`config.mk`:
```
export PLATFORM = sky130hd
export DESIGN_NAME = axi_rd_arbiter
export DESIGN_NICKNAME = d
export VERILOG_FILES = /design/src/rtl/axi_rd_arbiter.sv
export SDC_FILE = /design/constraint.sdc
export NUM_CORES = 1
export LEC_CHECK = 0
export ABC_AREA = 1
export ABC_CLOCK_PERIOD_IN_PS = 2710
export CELL_PAD_IN_SITES_DETAIL_PLACEMENT = 0
export CELL_PAD_IN_SITES_GLOBAL_PLACEMENT = 1
export CORE_MARGIN = 2
export CORE_UTILIZATION = 22
export DETAILED_ROUTE_END_ITERATION = 10
export GPL_ROUTABILITY_DRIVEN = 0
export PLACE_DENSITY = 0.83
export SYNTH_ARGS = -nofsm -noshare
export SYNTH_HDL_FRONTEND = slang
export SYNTH_SLANG_ARGS = --single-unit
```
`constraint.sdc`:
```
create_clock -name clock -period 2.71 [get_ports clock]
set_clock_uncertainty 0.1 [all_clocks]
set_input_delay 0.542 -clock clock [delete_from_list [all_inputs] [get_ports clock]]
set_output_delay 0.542 -clock clock [all_outputs]
set_load 0.005 [all_outputs]
```
`src/rtl/axi_rd_arbiter.sv`:
```
// Two-master AXI4 read arbiter (AR + R only) sharing one slave read port.
// Round-robin grant, one burst in flight, grant held until the final beat.
module axi_rd_arbiter #(
   parameter int ADDR_WIDTH = 32,
   parameter int DATA_WIDTH = 32,
   parameter int ID_WIDTH   = 4
) (
   input  logic                  clock,
   input  logic                  reset,
   // master 0 (icache refill)
   input  logic                  m0_arvalid,
   output logic                  m0_arready,
   input  logic [ADDR_WIDTH-1:0] m0_araddr,
   input  logic [ID_WIDTH-1:0]   m0_arid,
   input  logic [7:0]            m0_arlen,
   input  logic [2:0]            m0_arsize,
   input  logic [1:0]            m0_arburst,
   output logic                  m0_rvalid,
   input  logic                  m0_rready,
   output logic [DATA_WIDTH-1:0] m0_rdata,
   output logic [1:0]            m0_rresp,
   output logic                  m0_rlast,
   // master 1 (LSU / dcache)
   input  logic                  m1_arvalid,
   output logic                  m1_arready,
   input  logic [ADDR_WIDTH-1:0] m1_araddr,
   input  logic [ID_WIDTH-1:0]   m1_arid,
   input  logic [7:0]            m1_arlen,
   input  logic [2:0]            m1_arsize,
   input  logic [1:0]            m1_arburst,
   output logic                  m1_rvalid,
   input  logic                  m1_rready,
   output logic [DATA_WIDTH-1:0] m1_rdata,
   output logic [1:0]            m1_rresp,
   output logic                  m1_rlast,
   // slave port
   output logic                  s_arvalid,
   input  logic                  s_arready,
   output logic [ADDR_WIDTH-1:0] s_araddr,
   output logic [ID_WIDTH-1:0]   s_arid,
   output logic [7:0]            s_arlen,
   output logic [2:0]            s_arsize,
   output logic [1:0]            s_arburst,
   input  logic                  s_rvalid,
   output logic                  s_rready,
   input  logic [DATA_WIDTH-1:0] s_rdata,
   input  logic [1:0]            s_rresp,
   input  logic                  s_rlast,
   // status
   output logic                  busy,
   output logic                  burst_err
);

   typedef enum logic [1:0] {IDLE, ADDR, DATA} state_t;

   typedef struct packed {
      logic [ADDR_WIDTH-1:0] addr;
      logic [ID_WIDTH-1:0]   id;
      logic [7:0]            len;
      logic [2:0]            size;
      logic [1:0]            burst;
   } ar_t;

   state_t state_q, state_d;
   ar_t    ar_q, ar_d;
   logic   grant_q, grant_d;
   logic   rr_last_q, rr_last_d;
   logic   s_arvalid_q, s_arvalid_d;
   logic   [7:0] beat_cnt_q, beat_cnt_d;
   logic   burst_err_q, burst_err_d;

   ar_t  [1:0]                 m_ar;
   logic [1:0]                 m_arvalid, m_arready, m_rready, m_rvalid, m_rlast;
   logic [1:0][DATA_WIDTH-1:0] m_rdata;
   logic [1:0][1:0]            m_rresp;

   logic win, any_req, in_idle, in_data, beat;

   assign m_ar[0]   = {m0_araddr, m0_arid, m0_arlen, m0_arsize, m0_arburst};
   assign m_ar[1]   = {m1_araddr, m1_arid, m1_arlen, m1_arsize, m1_arburst};
   assign m_arvalid = {m1_arvalid, m0_arvalid};
   assign m_rready  = {m1_rready, m0_rready};

   // On a tie the master that did not win last time goes next.
   assign win     = (m_arvalid == 2'b11) ? ~rr_last_q : m_arvalid[1];
   assign any_req = |m_arvalid;
   // arready is combinational, so it is gated by reset to read 0 while held.
   assign in_idle = (state_q == IDLE) & ~reset;
   assign in_data = (state_q == DATA);

   assign s_rready = in_data & m_rready[grant_q];
   assign beat     = s_rvalid & s_rready;

   for (genvar g = 0; g < 2; g++) begin : g_mst
      localparam logic GSEL = 1'(g);
      logic sel;
      assign sel          = in_data & (grant_q == GSEL);
      assign m_arready[g] = in_idle & any_req & (win == GSEL);
      assign m_rvalid[g]  = sel & s_rvalid;
      assign m_rlast[g]   = sel & s_rlast;
      assign m_rdata[g]   = sel ? s_rdata : '0;
      assign m_rresp[g]   = sel ? s_rresp : 2'b00;
   end

   assign m0_arready = m_arready[0];
   assign m1_arready = m_arready[1];
   assign m0_rvalid  = m_rvalid[0];
   assign m1_rvalid  = m_rvalid[1];
   assign m0_rlast   = m_rlast[0];
   assign m1_rlast   = m_rlast[1];
   assign m0_rdata   = m_rdata[0];
   assign m1_rdata   = m_rdata[1];
   assign m0_rresp   = m_rresp[0];
   assign m1_rresp   = m_rresp[1];

   assign s_arvalid = s_arvalid_q;
   assign s_araddr  = ar_q.addr;
   assign s_arid    = ar_q.id;
   assign s_arlen   = ar_q.len;
   assign s_arsize  = ar_q.size;
   assign s_arburst = ar_q.burst;
   assign busy      = (state_q != IDLE);
   assign burst_err = burst_err_q;

   always_comb begin
      state_d     = state_q;
      ar_d        = ar_q;
      grant_d     = grant_q;
      rr_last_d   = rr_last_q;
      s_arvalid_d = s_arvalid_q;
      beat_cnt_d  = beat_cnt_q;
      burst_err_d = burst_err_q;
      case (state_q)
         IDLE: begin
            if (any_req) begin
               ar_d        = m_ar[win];
               grant_d     = win;
               rr_last_d   = win;
               s_arvalid_d = 1'b1;
               beat_cnt_d  = 8'd0;
               state_d     = ADDR;
            end
         end
         ADDR: begin
            if (s_arready && s_arvalid_q) begin
               s_arvalid_d = 1'b0;
               state_d     = DATA;
            end
         end
         DATA: begin
            if (beat) begin
               beat_cnt_d = beat_cnt_q + 8'd1;
               // rlast must coincide exactly with beat number arlen
               if (s_rlast != (beat_cnt_q == ar_q.len)) burst_err_d = 1'b1;
               if (s_rlast) state_d = IDLE;
            end
         end
         default: state_d = IDLE;
      endcase
   end

   always_ff @(posedge clock or posedge reset) begin
      if (reset) begin
         state_q     <= IDLE;
         ar_q        <= '0;
         grant_q     <= 1'b0;
         rr_last_q   <= 1'b1;
         s_arvalid_q <= 1'b0;
         beat_cnt_q  <= 8'd0;
         burst_err_q <= 1'b0;
      end else begin
         state_q     <= state_d;
         ar_q        <= ar_d;
         grant_q     <= grant_d;
         rr_last_q   <= rr_last_d;
         s_arvalid_q <= s_arvalid_d;
         beat_cnt_q  <= beat_cnt_d;
         burst_err_q <= burst_err_d;
      end
   end

endmodule

```
==> reports/qor.yml <==
outcome:
  status: "finished, final reports clean"
setup_path:
  rr_worst_depth: 7
  reg2reg_from: "state_q[0]"
  cp_slowest_cell: "clkdlybuf4s50_1"
  cp_num_buf_inv: 2
  crit_arrival_ns: 1.94
  r2r_setup_slack_ns: 0.80
  critPathTopFamily: "buffers and inverters"
  critPathLaunchType: "input port"
  r2r_end: "s_araddr[12]"
  crit_path_max_fanout: 3
  cp-startpoint: "m0_arvalid"
  critical_path_class: "in -> out"
  cp_cell_sequence: "clkdlybuf4s50_1, nor2_1, nor2_4, nand3_2, nor2_1, clkdlybuf4s50_1"
  end_kind: "output pin"
  cp_slowest_stage_delay_ns: 0.50
  cp_data_required_time_ns: 2.07
synthesis:
  synth.area.top_cells: "dfrtp_1 (43%), nand3_1 (14%), nand2_1 (9.3%)"
  synth.cell_area_mm2: 0.00364
  synth_compound_area_frac: 0.0299
  synth_cells: 510
  synth_nets: 652
  ys_ff_latch: 63
  synth-xor-area-share: 0.0120
  synth_simple_gate_area_frac: 0.410
  yosys-mux-area-fraction: 0
  ys_types: 23
  ys_warn_count: 0
  synthAdderAreaFrac: 0.00344
  synth_top_family_by_area: "simple AND/OR/NAND/NOR gates"
  yosysTopAreaCell: "dfrtp_1"
  synth_seq_area_share: 0.434
  avgSynthCellArea_um2: 7.13
  netlist.area_leader.share: 0.427
worst_hold_path:
  min_from: "burst_err"
  holdPathEnd: "burst_err"
  holdPathStages: 2
  hold_path.class: "reg -> reg"
layout:
  drive_gt1_frac: 0.0561
  area.growth.synth_to_final_pct: 88.3
  nets: 903
  postLayoutCoreUtil: 0.419
  final_area_mm2: 0.00685
  antenna_cells: 0
  final_cell_mix: "clkdlybuf4s50_1 (266), nand3_1 (101), nand2_1 (88)"
  final_common_cell: "clkdlybuf4s50_1"
clock_tree:
  clk_path_buf_depth: 2
  htreeDepth: 3
  clock_latency_ns: 0.33
  numClockSinks: 63
  root_buffer: "clkbuf_16"
  numCtsBuffers: 9
  cts_tree: "yes"
  path_clk_slew_ns: 0.05
timing:
  fin_ws_ns: 0.125
  tns_ns: 0
  hold_violations: 0
  rsz0062_at_grt: "false"
  slew_viol_final: 0
  fmax_ghz: 0.387
  min_period_ns: 2.58
  post-route-period-util: 0.954
  setup_violations: 0
  tightest_slew_ns: 0.542
  slew_headroom: 0.639
detailed_routing:
  ant_nets: 0
  routedWlPerCell_um: 14.5
  viasPerCell: 4.48
  drt_first_iter_violations: 85
  postRouteWirelength_um: 14300
  vias: 4421
  drt-pass1-iter-count: 4
  route.detailed.drc: 0
die:
  fp.coreArea_mm2: 0.0163
  io_pins: 268
  dieWidth_um: 133
  die_h_um: 133
  rows: 47
  start_util: 0.222
  die-area_mm2: 0.0176
global_route:
  antenna_found_initial: 0
  grt_pass1_wl_um: 22800
  overflow: 0
  grt_pass1_vias: 4409
  grt_usage: 0.161
  grt_start_max_net_pins: 64
place:
  hpwl_um: 10700
  post-place-ws_ns: 0.121
  port_buffers: 267
  placed_area_mm2: 0.00653
run:
  cap_violations: 0
power:
  ir_drop_v: 0.000513
  p_leak_nw: 3.02
  power_mw: 5.87
  power.density_mw_per_mm2: 858
## layer usage
metal  part of all wire  vias to the layer above  GRT usage
met2               0.50                      195      0.290
met1               0.39                     2034      0.174
met3              0.094                       16     0.0613
met4              0.015                        0     0.0502
met5                  0                        -          0
li1                   -                     2176          -
## how the worst max path moves through the flow
stage                          to  slack [ns]  cells past startpoint
floorplan           beat_cnt_q[0]        0.50                      1
CTS                  m1_rdata[18]        0.05                      5
detailed placement     m1_arready        0.12                      6
global route          m0_rdata[5]        0.02                      5
global placement       m1_arready        0.13                      6
finish                 m1_arready        0.13                      6
## where the power goes
group | switching (mW) | leakage, nW | internal [mW]
logic | 1.46 | 2.09 | 1.64
registers | 0.272 | 0.785 | 1.35
clock network | 0.437 | 0.143 | 0.716
## layout make-up
cell class / count / area [µm²]
Multi-Input combinational cell: 350 / 1680
Clock buffer: 10 / 229
Inverter: 58 / 218
Clock inverter: 6 / 68.8
Fill cell: 1697 / 9500
Sequential cell: 63 / 1580
Timing Repair Buffer: 279 / 2800
Tap cell: 220 / 275
## metrics by stage
| step | hold WS (ns) | instances |
|---|---|---|
| 3_5_place_dp | 0.362 | 970 |
| 4_1_cts | 0.378 | 986 |
| 2_1_floorplan | 0.347 | 510 |
| 6_report | 0.368 | 986 |
| 3_3_place_gp | 0.360 | 970 |
| 5_1_grt | 0.388 | 986 |
## logic make-up (layout without fill, tap and decap cells)
| group | Yosys count | after routing |
|---|---|---|
| fa+ha+maj | 1 | 1 |
| xor+xnor | 5 | 5 |
| flops | 63 | 63 |
| compound gates | 18 | 18 |
| buf+inv | 97 | 353 |
| simple gates | 326 | 326 |
## worst reg2reg max path, stage by stage, from the launching register on
cell,delay (ns)
dfrtp_1,0.41
inv_2,0.08
nand2_2,0.10
nor2_4,0.14
buf_4,0.26
buf_4,0.46
nand3_1,0.18
nand3_1,0.11
## synth_stat cells, drive strengths merged
| cell type | instances |
|---|---|
| o2111ai | 1 |
| nand2 | 93 |
| o21ai | 9 |
| xnor2 | 4 |
| nand3 | 102 |
| o221ai | 4 |
| nand4 | 49 |
| dfstp | 1 |
| xor2 | 1 |
| buf | 25 |
| clkbuf | 14 |
| dfrtp | 62 |
| nor2 | 82 |
| ha | 1 |
| a21oi | 4 |
| inv | 58 |
## repair_timing
| action | in CTS | in global routing |
|---|---|---|
| resized for setup | 1 | 3 |
| pin swaps | 0 | 0 |
| setup buffers | 0 | 0 |
| hold buffers | 0 | 0 |
| gates cloned | 0 | 0 |
| setup endpoints to repair | 24 | 25 |
## sequential cells by signal, indices dropped and copies added, names as in the netlist
name	flops
s_arvalid	1
state_q	2
s_arburst	2
grant_q	1
burst_err	1
s_arid	4
s_araddr	32
s_arlen	8
s_arsize	3
beat_cnt_q	8
rr_last_q	1
(Power assumes the default switching activity.)
